--- src/rtl/vga_timing_gen.sv ---
// vga_timing_gen: parametrised raster counter with sync/de/strobe decode, delayed by a ce-gated pipeline.
module vga_timing_gen #(
    parameter int H_ACTIVE = 640,
    parameter int H_FP     = 16,
    parameter int H_SYNC   = 96,
    parameter int H_BP     = 48,
    parameter int V_ACTIVE = 480,
    parameter int V_FP     = 10,
    parameter int V_SYNC   = 2,
    parameter int V_BP     = 33,
    parameter bit H_POL    = 1'b0,
    parameter bit V_POL    = 1'b0,
    parameter int DELAY    = 1,
    parameter int CW       = 10,
    parameter int FRAME_W  = 8
) (
    input  logic               CLK25,
    input  logic               Reset,
    input  logic               ce,
    output logic               h_sync,
    output logic               v_sync,
    output logic               de,
    output logic [CW-1:0]      sx,
    output logic [CW-1:0]      sy,
    output logic               line_start,
    output logic               frame_start,
    output logic [FRAME_W-1:0] frame_cnt
);
    localparam int H_TOTAL = H_ACTIVE + H_FP + H_SYNC + H_BP;
    localparam int V_TOTAL = V_ACTIVE + V_FP + V_SYNC + V_BP;
    localparam logic [CW-1:0] H_LAST = CW'(H_TOTAL - 1);
    localparam logic [CW-1:0] V_LAST = CW'(V_TOTAL - 1);
    localparam logic [CW-1:0] H_VIS  = CW'(H_ACTIVE);
    localparam logic [CW-1:0] V_VIS  = CW'(V_ACTIVE);
    localparam logic [CW-1:0] H_SS   = CW'(H_ACTIVE + H_FP);
    localparam logic [CW-1:0] H_SE   = CW'(H_ACTIVE + H_FP + H_SYNC);
    localparam logic [CW-1:0] V_SS   = CW'(V_ACTIVE + V_FP);
    localparam logic [CW-1:0] V_SE   = CW'(V_ACTIVE + V_FP + V_SYNC);

    typedef struct packed {
        logic          de;
        logic          hs;
        logic          vs;
        logic          ls;
        logic          fs;
        logic [CW-1:0] x;
        logic [CW-1:0] y;
    } stage_t;

    localparam stage_t IDLE = '{de: 1'b0, hs: !H_POL, vs: !V_POL, ls: 1'b0, fs: 1'b0, x: '0, y: '0};

    logic [CW-1:0] hc, vc;
    logic          h_end, v_end;
    stage_t        cur;
    stage_t        pipe [DELAY];

    assign h_end = hc == H_LAST;
    assign v_end = vc == V_LAST;
    assign cur = '{
        de: hc < H_VIS && vc < V_VIS,
        hs: (hc >= H_SS && hc < H_SE) ? H_POL : !H_POL,
        vs: (vc >= V_SS && vc < V_SE) ? V_POL : !V_POL,
        ls: hc == '0,
        fs: hc == '0 && vc == '0,
        x:  hc,
        y:  vc
    };

    // frame_cnt tracks the counter directly; only the decoded vector is delayed
    always_ff @(posedge CLK25) begin
        if (Reset) begin
            hc        <= '0;
            vc        <= '0;
            frame_cnt <= '0;
            for (int i = 0; i < DELAY; i++) pipe[i] <= IDLE;
        end else if (ce) begin
            hc        <= h_end ? '0 : hc + 1'b1;
            vc        <= h_end ? (v_end ? '0 : vc + 1'b1) : vc;
            frame_cnt <= frame_cnt + FRAME_W'(h_end && v_end);
            pipe[0]   <= cur;
            for (int i = 1; i < DELAY; i++) pipe[i] <= pipe[i-1];
        end
    end

    assign de          = pipe[DELAY-1].de;
    assign h_sync      = pipe[DELAY-1].hs;
    assign v_sync      = pipe[DELAY-1].vs;
    assign line_start  = pipe[DELAY-1].ls;
    assign frame_start = pipe[DELAY-1].fs;
    assign sx          = pipe[DELAY-1].x;
    assign sy          = pipe[DELAY-1].y;
endmodule

--- config.mk ---
export PLATFORM = sky130hd
export DESIGN_NAME = vga_timing_gen
export DESIGN_NICKNAME = d
export VERILOG_FILES = /design/src/rtl/vga_timing_gen.sv
export SDC_FILE = /design/constraint.sdc
export NUM_CORES = 1
export LEC_CHECK = 0
export CORE_ASPECT_RATIO = 1.25
export CORE_MARGIN = 5
export CORE_UTILIZATION = 31
export CTS_CLUSTER_SIZE = 14
export DETAILED_ROUTE_END_ITERATION = 8
export HOLD_SLACK_MARGIN = 0.03
export PLACE_DENSITY = 0.6
export SLEW_MARGIN = 10
export SYNTH_ARGS = -nofsm -noshare
export SYNTH_HDL_FRONTEND = slang
export SYNTH_SLANG_ARGS = --single-unit
--- constraint.sdc ---
create_clock -name CLK25 -period 5.37 [get_ports CLK25]
set_input_delay 1.074 -clock CLK25 [delete_from_list [all_inputs] [get_ports CLK25]]
set_output_delay 1.074 -clock CLK25 [all_outputs]
set_load 0.005 [all_outputs]
==> impl_metrics.ini <==
[die]
die_w_um = 88.1
row_count = 35
die_h_um = 108
die-area_sq_mm = 0.00947
coreArea_sq_mm = 0.00740
ioPinCount = 36
initial_core_util = 0.319

[final_layout]
fillers = 723
multi_input_area_sq_um = 983
layout.nets = 262
design_area_sq_mm = 0.00288
drive_gt1_frac = 0.0748
area_growth_pct = 22.0
num_antenna_cells = 0
regArea_sq_mm = 0.00131

[synth]
ys_ff_latch = 53
synth_cells = 219
synth-main-ff-cell = dfxtp_1
yosysSeqAreaShare = 0.555
synthDominantCellAreaShare = 0.318
ys_warn_count = 0
ys_types = 36
synth_area_leaders = edfxtp_1 32%, dfxtp_1 24%, and2_1 5.3%, nor2_1 3.5%, xor2_1 3.3%
syn_nets = 228
syn_area_sq_mm = 0.00236
yosys.area.top_type = edfxtp_1
synth_edf_count = 25
ys_async_sr_fraction = 0
syn_avg_cell_area_sq_um = 10.8

[placement]
dp_hpwl_mm = 3.04
dp_slack_ps = 2140
post_dp_cell_area_sq_mm = 0.00279
globalplace.congestion = 0.779
portBuffers = 35

[timing]
finalWorstSetupSlack_ps = 2470
max_slew.worst_pin.slew_ps = 907
period_needed_ps = 2900
post-route-period-util = 0.540
setup_tns_ps = 0
skew_ps = 5.93
hold_viol_final = 0
fmax_ghz = 0.345
drv_slew = 0
setup_viol = 0
rsz0062_at_grt = false
relSlewSlack = 0.395

[routing]
drc = 0
vias = 1661
wl_per_cell_um = 12.3
viasPerCell = 4.80
ant_nets = 0
drt_pass1_iterations = 6
routed_wl_mm = 4.25
drt_iter0_drc = 116

[pwr]
seq_power_share = 0.626
power_w = 0.000699
clkPwrFrac = 0.316
irDropWorstVdd_v = 0.0000998
total_leakage_power_nw = 0.995
switching_power_w = 0.000150
p_int_w = 0.000549
p_comb_frac = 0.058
swShare = 0.214
pwr_density_cell_mw_per_mm2 = 243

[global_routing]
use_met2 = 0.154
grt_max_degree = 27
grt_pass1_wl_mm = 7.45
grt-busiest-layer = met2
antenna_found_initial = 0
grt_pass1_vias = 1597
grt-ovfl-total = 0
gr-usage-met1 = 0.123
grt_use_total = 0.0989
met3_usage = 0.0237

[worst_setup_path]
path_class = in -> reg
required_ps = 5610
endpoint_kind = flip-flop
start_kind = input port
cp_max_fo = 14
critPathArrivalTime_ps = 3140

[clocking]
path_clk_slew_ps = 90
hold_buffers = 0
cts_resized = 0
post_cts_buffers = 0
cts_root_buffer = clkbuf_8
htreeDepth = 2
cts.path.max_buffers = 2
cts_sinks = 53
cts_made_buffers = 5
tritoncts = built
clk_latency_ps = 300

[flow_run]
maxCapViolations = 0

[run_status]
status = complete, no violations

[min_path]
min_path_type = reg -> reg
-- cell families after synthesis --
kind of cell / count (synthesis) / synth area share
and+or+nand+nor: 108 / 0.271
buffers and inverters: 15 / 0.0281
AOI/OAI and AO/OA: 20 / 0.0498
DFF: 53 / 0.555
adders and majority gates: 6 / 0.0318
muxes: 2 / 0.00848
xor gates and xnor gates: 15 / 0.0556
-- registers in the layout, indices dropped and copies added (netlist names) --
register / count
frame_cnt: 8
pipe: 25
hc: 10
vc: 10
-- synthesized netlist by cell type, drive strengths merged, types with 3 or more instances --
cell / instances
a21oi: 8
and2: 21
and3: 4
and4: 5
buf: 3
clkbuf: 6
dfxtp: 28
edfxtp: 25
ha: 6
inv: 6
nand2: 11
nand3: 11
nand4: 8
nor2: 22
nor2b: 3
nor3: 4
nor4: 4
o21ai: 9
or3: 7
xnor2: 6
xor2: 9
-- worst max-delay path, cell delays in order --
cell,delay (ps)
clkdlybuf4s50_1,720
nand4b_1,270
or3_4,470
or3_2,460
a21oi_1,140
-- layout by cell type, fill, tap and decap left out, types with 7 or more instances in the layout --
cell type        count
nand3_1             11
clkdlybuf4s50_1     35
edfxtp_1            25
o21ai_0              9
xor2_1               9
dfxtp_1             28
nor2_1              22
nand2_1             11
a21oi_1              7
nand4_1              8
and2_1              20
-- routing by layer --
layer	wire [um]	share of wire	vias up
met5	0	0	-
met4	97	0.023	0
met3	209	0.049	6
met2	1930	0.45	41
met1	2020	0.47	773
li1	-	-	841
-- power groups by stage --
stage	clock (W)	combinational [W]	sequential, W
2_1_floorplan	0	0.0000135	0.000448
3_3_place_gp	0	0.0000408	0.000447
3_5_place_dp	0	0.0000414	0.000447
4_1_cts	0.000231	0.0000414	0.000438
5_1_grt	0.000246	0.0000440	0.000439
6_report	0.000221	0.0000403	0.000438
-- per-stage QoR --
step | instances | hold WS, ps | util
2_1_floorplan | 219 | 474 | -
3_3_place_gp | 338 | 484 | 0.377
3_5_place_dp | 338 | 487 | 0.377
4_1_cts | 346 | 507 | 0.389
5_1_grt | 346 | 529 | 0.389
6_report | 346 | 508 | 0.389
-- final timing paths --
check,startpoint,slack [ps],end,cells after the start
worst max-delay path,ce,2470,vc[5],5
worst min-delay path,frame_cnt[5],510,frame_cnt[5],2
worst min register to register,frame_cnt[5],510,frame_cnt[5],2
worst max register to register,hc[0],2680,frame_cnt[7],8
-- layout make-up --
class	count	area share
multi-input cells	151	0.341
repair buffers	36	0.124
clock inverters	3	0.00738
clock buffers	5	0.0239
inverters	6	0.00782
flip-flops and latches	53	0.455
well taps	92	0.0400
(Power assumes the default switching activity.)
